## config.mk

```make
export PLATFORM = sky130hd
export DESIGN_NAME = bin2bcd_seq
export DESIGN_NICKNAME = d
export VERILOG_FILES = /design/src/rtl/bin2bcd_seq.sv
export SDC_FILE = /design/constraint.sdc
export NUM_CORES = 1
export LEC_CHECK = 0
export CORE_MARGIN = 2
export CORE_UTILIZATION = 42
export DETAILED_ROUTE_END_ITERATION = 10
export PLACE_DENSITY_LB_ADDON = 0.3
export SYNTH_ARGS = -nofsm -noshare
export SYNTH_HDL_FRONTEND = slang
export SYNTH_SLANG_ARGS = --single-unit
```

## constraint.sdc

```tcl
create_clock -name clk -period 1.9 [get_ports clk]
set_input_delay 0.285 -clock clk [delete_from_list [all_inputs] [get_ports clk]]
set_output_delay 0.285 -clock clk [all_outputs]
set_load 0.01 [all_outputs]
```

## src/rtl/bin2bcd_seq.sv

```systemverilog
// Sequential shift-and-add-3 binary to packed BCD converter.
// One bit per clock; result held in res until the next conversion ends.
module bin2bcd_seq #(
  parameter int W = 8,
  parameter int D = 3
) (
  input  logic           clk,
  input  logic           rst_n,
  input  logic           start,
  input  logic [W-1:0]   bin,
  output logic           busy,
  output logic           done,
  output logic [4*D-1:0] bcd,
  output logic [7:0]     out,
  output logic           ovf
);

  localparam int CW = $clog2(W + 1);

  typedef enum logic {
    IDLE,
    SHIFT
  } state_t;

  state_t state, state_nx;

  logic [W-1:0]   sh, sh_nx;
  logic [4*D-1:0] acc, acc_adj, acc_sh;
  logic [4*D-1:0] res;
  logic [CW-1:0]  cnt;
  logic           done_r;
  logic           last;

  assign last = (cnt == CW'(W - 1));

  always_ff @(posedge clk) begin
    if (!rst_n) state <= IDLE;
    else        state <= state_nx;
  end

  always_comb begin
    state_nx = state;
    unique case (state)
      IDLE:  if (start) state_nx = SHIFT;
      SHIFT: if (last)  state_nx = IDLE;
    endcase
  end

  // Digit corrections are independent; no carry crosses a digit.
  always_comb begin
    acc_adj = acc;
    for (int i = 0; i < D; i++) begin
      if (acc[4*i +: 4] >= 4'd5)
        acc_adj[4*i +: 4] = acc[4*i +: 4] + 4'd3;
    end
  end

  assign {acc_sh, sh_nx} = {acc_adj, sh} << 1;

  always_ff @(posedge clk) begin
    if (!rst_n) begin
      sh     <= '0;
      acc    <= '0;
      cnt    <= '0;
      res    <= '0;
      done_r <= 1'b0;
    end else begin
      done_r <= 1'b0;
      unique case (state)
        IDLE: begin
          if (start) begin
            sh  <= bin;
            acc <= '0;
            cnt <= '0;
          end
        end
        SHIFT: begin
          sh  <= sh_nx;
          cnt <= cnt + CW'(1);
          if (last) begin
            res    <= acc_sh;
            done_r <= 1'b1;
          end else begin
            acc <= acc_sh;
          end
        end
      endcase
    end
  end

  assign busy = (state == SHIFT);
  assign done = done_r;
  assign bcd  = res;
  assign out  = res[7:0];

  generate
    if (D > 2) begin : g_ovf
      assign ovf = |res[4*D-1:8];
    end else begin : g_no_ovf
      assign ovf = 1'b0;
    end
  endgenerate

endmodule

```

# --- After elaboration in Yosys (flattened, before gate mapping) ---
# Index checks and enable logic that the tools add are counted.
op_classes:
  addsub: 4
  order_cmp: 3
  eq_ne: 3
  n_mux: 14
  bitwise_logic: 1
  reduce_logical: 4
op_table:
  columns: ["op", "count"]
  rows:
  - ["$mux W12", 2]
  - ["$pmux W12 S2", 1]
  - ["$pmux W8 S2", 1]
  - ["$ge A4 B3 Y1 const B", 3]
  - ["$mux W4", 3]
  - ["$add A4 B2 Y4 const B", 2]
  - ["$mux W8", 1]
  - ["$pmux W4 S2", 1]
  - ["$reduce_and A2 Y1", 3]
  - ["$add A4 B1 Y4 const B", 1]
  - ["$eq A4 B3 Y1 const B", 1]
  - ["$ne A2 B2 Y1 const B", 2]
  - ["$reduce_or A4 Y1", 1]
  - ["$add A3 B2 Y3 const B", 1]
  - ["$mux W1", 3]
  - ["$mux W3", 1]
  - ["$pmux W1 S2", 1]
  - ["$not A1 Y1", 1]
totals:
  ff_bits: 38
  elab_cells: 35

# --- Longest topological paths before layout ---
# Gate-level depths: netlist of the first run.
depth:
  ltp_word: 4
  ltp_mapped: 6

# --- Worst setup path before layout of the first run ---
# Ideal clock, no wire load.
synth_path:
  path_type: "reg2reg"
  startpoint: "register acc[5]"
  endpoint: "register acc[6]"
  arrival_ns: 1.373
  required_ns: 1.826
  setup_slack_ns: 0.453
  path_stages_with_launch: 7
  n_path_buf: 0
  synth_period_minus_slack_ns: 1.447
  cell_sequence: "dfxtp_1 inv_1 ha_1 nand2b_1 a21oi_1 mux2_2 o21ai_0"
synth_via:
  elab_chain_cells: 4
  word_cells_on_any_way: 5
synth_rtl:
  columns: ["element", "line", "rtl"]
  rows:
  - ["start, declared", "28", "logic [4*D-1:0] acc, acc_adj, acc_sh;"]
  - ["start signal, assigned", "84", "acc <= acc_sh;"]
  - ["$add A4 B2 Y4 / $ge A4 B3 Y1 (equally long branches)", "54, 53", null]
  - ["$mux W4 *", "53", "if (acc[4*i +: 4] >= 4'd5)"]
  - ["$mux W12 *", "80", "if (last) begin"]
  - ["$pmux W12 S2 *", "69", "unique case (state)"]
# Every way passes the cells marked *; elsewhere a longest branch is shown, timed or not. The select of a mux whose other input is x is not followed.
# A chain may end at the register's enable or synchronous reset.

# --- Worst setup path after layout of the first run ---
layout_path:
  startpoint: "register res[8] (netlist: bcd[8])"
  endpoint: "output port ovf"
layout_via:
  elab_chain_cells: 1
layout_rtl:
  columns: ["element", "line", "rtl"]
  rows:
  - ["start, declared", "29", "logic [4*D-1:0] res;"]
  - ["start signal, assigned", "81", "res <= acc_sh;"]
  - ["$reduce_or A4 Y1", "98", "assign ovf = |res[4*D-1:8];"]
  - ["end, declared", "15", "output logic ovf"]
# No other way between the ends.

==> qor.txt, run 1 <==
Outcome -> finished clean
Top post-synthesis cells by area -> dfxtp_1 44%, mux2i_1 5.8%, o21ai_0 5.8%, a21oi_1 5.5%, nand2_1 5.2%
Share of layout cells above drive strength 1 -> 0.06957
Clock sink count -> 38
Mapped Area -> 0.001729 mm^2
Sequential fraction of the synthesis area -> 0.4399
Crit Path Class -> reg -> out
Area share of the largest cell type after synthesis -> 0.4399
Grt ovf -> 0
Syn avg cell area -> 8.603 um^2
Synth Flop Type -> dfxtp_1
Slew @ Worst Pin -> 0.3651 ns
Flop2flop setup slack -> 0.27 ns
Clk pin slew, worst setup/hold paths -> 0.07 ns
GP Congestion -> 0.7553
Tmin final -> 1.691 ns
Root Buffer -> clkbuf_8
Footprint of the multi-input gates -> 814.5 um^2
Initial Utilization -> 0.4354
Pre-CTS setup slack -> 0.2837 ns
Post-synth EDFFs -> 0
Setup-failing EPs final -> 0
Vias in the first global route -> 1285
Ys async rst share -> 0
Most common cell in the netlist -> dfxtp_1
DR WL/cell -> 12.04 um
Power per cell area -> 741.4 mW/mm^2
Placed wire-length estimate -> 2521 um
Initial antenna violation count -> 0
Max_cap viols -> 0
Fill cells -> 396
Final Hold Fails -> 0
H-Tree Depth -> 2
Req. time, crit path -> 1.62 ns
Total CTS buffers -> 5
Flops & latches, synth -> 38
Hold WS -> 0.4810 ns
Post-synthesis cell count -> 201
Number of core rows -> 23
Pin count of the biggest net entering global routing -> 19
Setup ws final -> 0.2089 ns
Port Buffers -> 33
Fmax -> 591.3 MHz
Final period utilization -> 0.8901
NumNets Final -> 247
Leading area contributor after synthesis -> dfxtp_1
Hold Path Class -> reg -> reg
Synth warn -> 0
Antenna Nets Post-Route -> 0
Max VDD drop -> 460.1 uV
TritonRoute pass-1 iters -> 4
FF+latch area -> 760.7 um^2
Slew Limit Fails -> 0
# DRC -> 0
Die Y -> 68.17 um
Total wire length -> 3371 um
Diode count -> 0
Area grow syn2layout -> 24.24%
Fin Clk Skew -> 0.008015 ns
Slew headroom -> 0.7540
Io pins -> 34
RSZ-0062 raised after global routing -> false
Setup crit start kind -> flip-flop
CP Capture Type -> primary output
Clock Path Buffers -> 2
GRT Total Usage -> 0.1636
Post-layout utilization of the core -> 0.5410
CTS tree -> built
Clock Latency Late Sink -> 0.29 ns
Vias per cell -> 5.075
Synth top cells by count -> 38 x dfxtp_1, 24 x nand2_1, 21 x nor2_1, 20 x o21ai_0, 19 x a21oi_1
Synth Net Count -> 219
Die Wd -> 68.17 um
P_leak -> 0.8068 nW
Crit Path Max Fanout -> 3
First-pass GRT wire length -> 5671 um
DR vias -> 1421
DRT iter0 DRCs -> 66
Netlist cell types -> 26
Core box area -> 0.003971 mm^2
CP arrival -> 1.41 ns
Die area -> 0.004646 mm^2
Fin Setup TNS -> 0 ns
layer usage:
metal  routed length, um  part of all wire  track usage  up-vias
li1                    -                 -            -      737
met1                1574              0.47       0.1935      646
met2                1594              0.47       0.2743       30
met3                 133             0.039      0.03947        8
met4                  69             0.020      0.08250        0
met5                   0                 0            0        -
final cells by class:
cell class | count | share of cell area
Clock buffer | 7 | 0.03553
Multi-Input combinational cell | 136 | 0.3791
Tap cell | 50 | 0.02912
Timing Repair Buffer | 38 | 0.1706
Clock inverter | 1 | 0.01398
Sequential cell | 38 | 0.3541
Inverter | 10 | 0.01747
critical path: stages, from the launching register on:
cell and delay, ns:
dfxtp_1 0.32, or4_1 0.50, dlygate4sd2_1 0.29
power by group:
part           internal [mW]  switching [mW]  leakage (nW)
Sequential             0.811          0.0120         0.308
Clock                  0.393           0.271        0.0524
Combinational         0.0520          0.0543         0.447
through the flow:
step,area (um^2),total power [mW],cells
4_1_cts,2148,1.615,280
2_1_floorplan,1729,0.9069,201
3_5_place_dp,2043,0.9486,272
5_1_grt,2148,1.660,280
6_report,2148,1.593,280
3_3_place_gp,2043,0.9471,272
worst paths after layout:
kind	from	end	cells past startpoint
max reg2reg	acc[1]$_SDFFE_PN0P_	acc[2]$_SDFFE_PN0P_	6
min	bcd[5]$_SDFFE_PN0P_	bcd[5]$_SDFFE_PN0P_	2
min reg2reg	bcd[5]$_SDFFE_PN0P_	bcd[5]$_SDFFE_PN0P_	2
max	bcd[8]$_SDFFE_PN0P_	ovf	2
logic make-up (layout without fill, tap and decap cells):
family                     Yosys count  in the layout  share of synthesized area
DFF                                 38             38                     0.4399
and+or+nand+nor                     57             57                     0.1469
muxes                               13             13                    0.07742
AOI/OAI and AO/OA                   56             56                     0.1809
xor gates and xnor gates             3              3                    0.01520
buffers and inverters               27             56                    0.08900
adders and majority gates            7              7                    0.05065
layout by cell type (no fill, tap or decap), drive strengths merged, types with 5 or more instances in the layout:
cell type	n
dfxtp	38
clkdlybuf4s50	32
nand2	24
nor2	21
o21ai	20
a21oi	19
inv	10
mux2i	10
ha	7
clkbuf	7
o22ai	6
buf	5
sequential cells by signal (all words and copies together) (netlist names):
register,cells
bcd,12
busy,1
sh,8
acc,12
cnt,4
done,1
timing repair:
item	4_1_cts	5_1_grt
hold buffers	0	0
gates resized for setup	1	0
buffers inserted	0	0
setup endpoints to repair	1	0
Note: power is estimated with default switching activity, not from simulation.
==> run 2, diff against run 1 <==
--- a/config.mk
+++ b/config.mk
@@ -5,8 +5,11 @@
 export SDC_FILE = /design/constraint.sdc
 export NUM_CORES = 1
 export LEC_CHECK = 0
+export CELL_PAD_IN_SITES_DETAIL_PLACEMENT = 0
+export CELL_PAD_IN_SITES_GLOBAL_PLACEMENT = 1
 export CORE_MARGIN = 2
-export CORE_UTILIZATION = 42
+export CORE_UTILIZATION = 38
+export CTS_BUF_LIST = sky130_fd_sc_hd__clkbuf_16
 export DETAILED_ROUTE_END_ITERATION = 10
 export PLACE_DENSITY_LB_ADDON = 0.3
 export SYNTH_ARGS = -nofsm -noshare
==> qor.txt, run 2 (synthesis results as in run 1) <==
Outcome -> finished clean
Slew Limit Fails -> 0
CP Cell Sequence -> inv_1 > ha_1 > nand2b_1 > a21oi_1 > mux2_2 > o22ai_1
Psw -> 356.9 uW
Clk network pwr share -> 0.448
Die Wd -> 71.46 um
Placed wire-length estimate -> 2508 um
DRT iter0 DRCs -> 89
Power, Total -> 1.691 mW
Die area -> 0.005106 mm^2
Antenna Nets Post-Route -> 0
Core box area -> 0.004354 mm^2
Final period utilization -> 0.8336
First-pass GRT wire length -> 6037 um
Share of layout cells above drive strength 1 -> 0.06957
Pin count of the biggest net entering global routing -> 16
Area post-placement -> 0.002053 mm^2
Max VDD drop -> 468.2 uV
Final Hold Fails -> 0
Hold Path Class -> reg -> reg
DR WL/cell -> 12.40 um
Die Y -> 71.46 um
GP Congestion -> 0.7922
TritonRoute pass-1 iters -> 4
Initial Utilization -> 0.3971
Combinational Power Share -> 0.066
Clock Latency Late Sink -> 0.28 ns
Req. time, crit path -> 2.10 ns
Post-route cell area -> 0.002188 mm^2
Fmax -> 631.4 MHz
Max_cap viols -> 0
Vias in the first global route -> 1353
Diode count -> 0
Commonest non-fill, non-tap cells in the layout -> 38 x dfxtp_1, 32 x clkdlybuf4s50_1, 24 x nand2_1
Fill cells -> 421
Grt ovf -> 0
CP max-delay cell -> mux2_2
Io pins -> 34
Clk pin slew, worst setup/hold paths -> 0.05 ns
Post-layout utilization of the core -> 0.5026
Initial antenna violation count -> 0
CTS tree -> built
Clock sink count -> 38
CP arrival -> 1.78 ns
Number of core rows -> 24
Total CTS buffers -> 5
Slew @ Worst Pin -> 0.4116 ns
Vias per cell -> 4.947
Commonest non-fill, non-tap cell in the layout -> dfxtp_1
RSZ-0062 raised after global routing -> false
Pre-CTS setup slack -> 0.3179 ns
Total wire length -> 3498 um
Setup crit start kind -> flip-flop
Port Buffers -> 33
CP Capture Type -> flip-flop
Clock Path Buffers -> 2
H-Tree Depth -> 2
Int Pwr -> 1.334 mW
Sw frac -> 0.2111
Slew headroom -> 0.7246
DR vias -> 1395
P_leak -> 0.8455 nW
Setup ws final -> 0.3161 ns
Crit Path Max Fanout -> 3
Tmin final -> 1.584 ns
Critical Path Max Stage Delay -> 0.37 ns
NumNets Final -> 248
GRT Total Usage -> 0.1499
Power per cell area -> 772.8 mW/mm^2
Area grow syn2layout -> 26.56%
# DRC -> 0
Setup-failing EPs final -> 0
Sequential Power Share -> 0.486
Post-CTS Setup Bufs -> 0
Root Buffer -> clkbuf_16
Fin Setup TNS -> 0 ns
Fin Clk Skew -> 0.003026 ns
Crit Path Class -> reg -> reg
==> run 2: cell types whose count changed in the layout (fill, tap and decap cells not counted), sizes merged <==
cell,before,now
clkbuf,7,5
bufinv,1,0
dlymetal6s2s,0,1
dlygate4sd2,1,0
buf,5,6
inv,10,12
==> run 2: critical path: cells and delay by family (launching register included) <==
| family | cells | cell delay [ns] |
|---|---|---|
| and+or+nand+nor | 1 | 0.15 |
| DFF | 1 | 0.35 |
| muxes | 1 | 0.37 |
| buffers and inverters | 1 | 0.08 |
| AOI/OAI and AO/OA | 2 | 0.38 |
| adders and majority gates | 1 | 0.17 |
==> run 2: power by group through the flow <==
stage	Combinational [mW]	Sequential [mW]	Clock (mW)
floorplan	0.0700	0.837	0
global placement	0.113	0.839	0
detailed placement	0.112	0.839	0
CTS	0.113	0.822	0.783
global route	0.126	0.824	0.797
finish	0.111	0.822	0.757
==> run 2: layout make-up <==
class,count,area (um^2),area share
clock inverters,2,7.507,0.003431
flip-flops and latches,38,760.7,0.3476
inverters,10,37.54,0.01715
clock buffers,5,125.1,0.05718
well taps,52,65.06,0.02973
repair buffers,39,377.9,0.1727
multi-input cells,136,814.5,0.3722
==> run 2: per-layer routing <==
metal / vias to the layer above / track usage / routed length (um)
met4: 0 / 0.07547 / 76
met2: 22 / 0.2449 / 1638
met3: 7 / 0.03376 / 99
met1: 620 / 0.1855 / 1683
li1: 746 / - / -
met5: - / 0 / 0
==> run 2: final timing paths <==
check | to | slack, ns | startpoint | cells after the start
worst max register to register | bcd[2]$_SDFFE_PN0P_ | 0.32 | acc[1]$_SDFFE_PN0P_ | 6
worst min register to register | acc[9]$_SDFFE_PN0P_ | 0.45 | acc[9]$_SDFFE_PN0P_ | 2
worst max-delay path | bcd[2]$_SDFFE_PN0P_ | 0.32 | acc[1]$_SDFFE_PN0P_ | 6
worst min-delay path | acc[9]$_SDFFE_PN0P_ | 0.45 | acc[9]$_SDFFE_PN0P_ | 2
==> run 2: timing repair <==
| action | 4_1_cts | 5_1_grt |
|---|---|---|
| endpoints found under the hold margin | 0 | 0 |
| hold buffers | 0 | 0 |
| setup endpoints to repair | 0 | 1 |
| resized for setup | 0 | 1 |
==> run 2: through the flow <==
stage	hold WS, ns	std cells
final	0.4544	282
after global routing	0.5109	282
after CTS	0.4608	282
after detailed placement	0.4483	275
after global placement	0.4367	275
after floorplan	0.4250	201
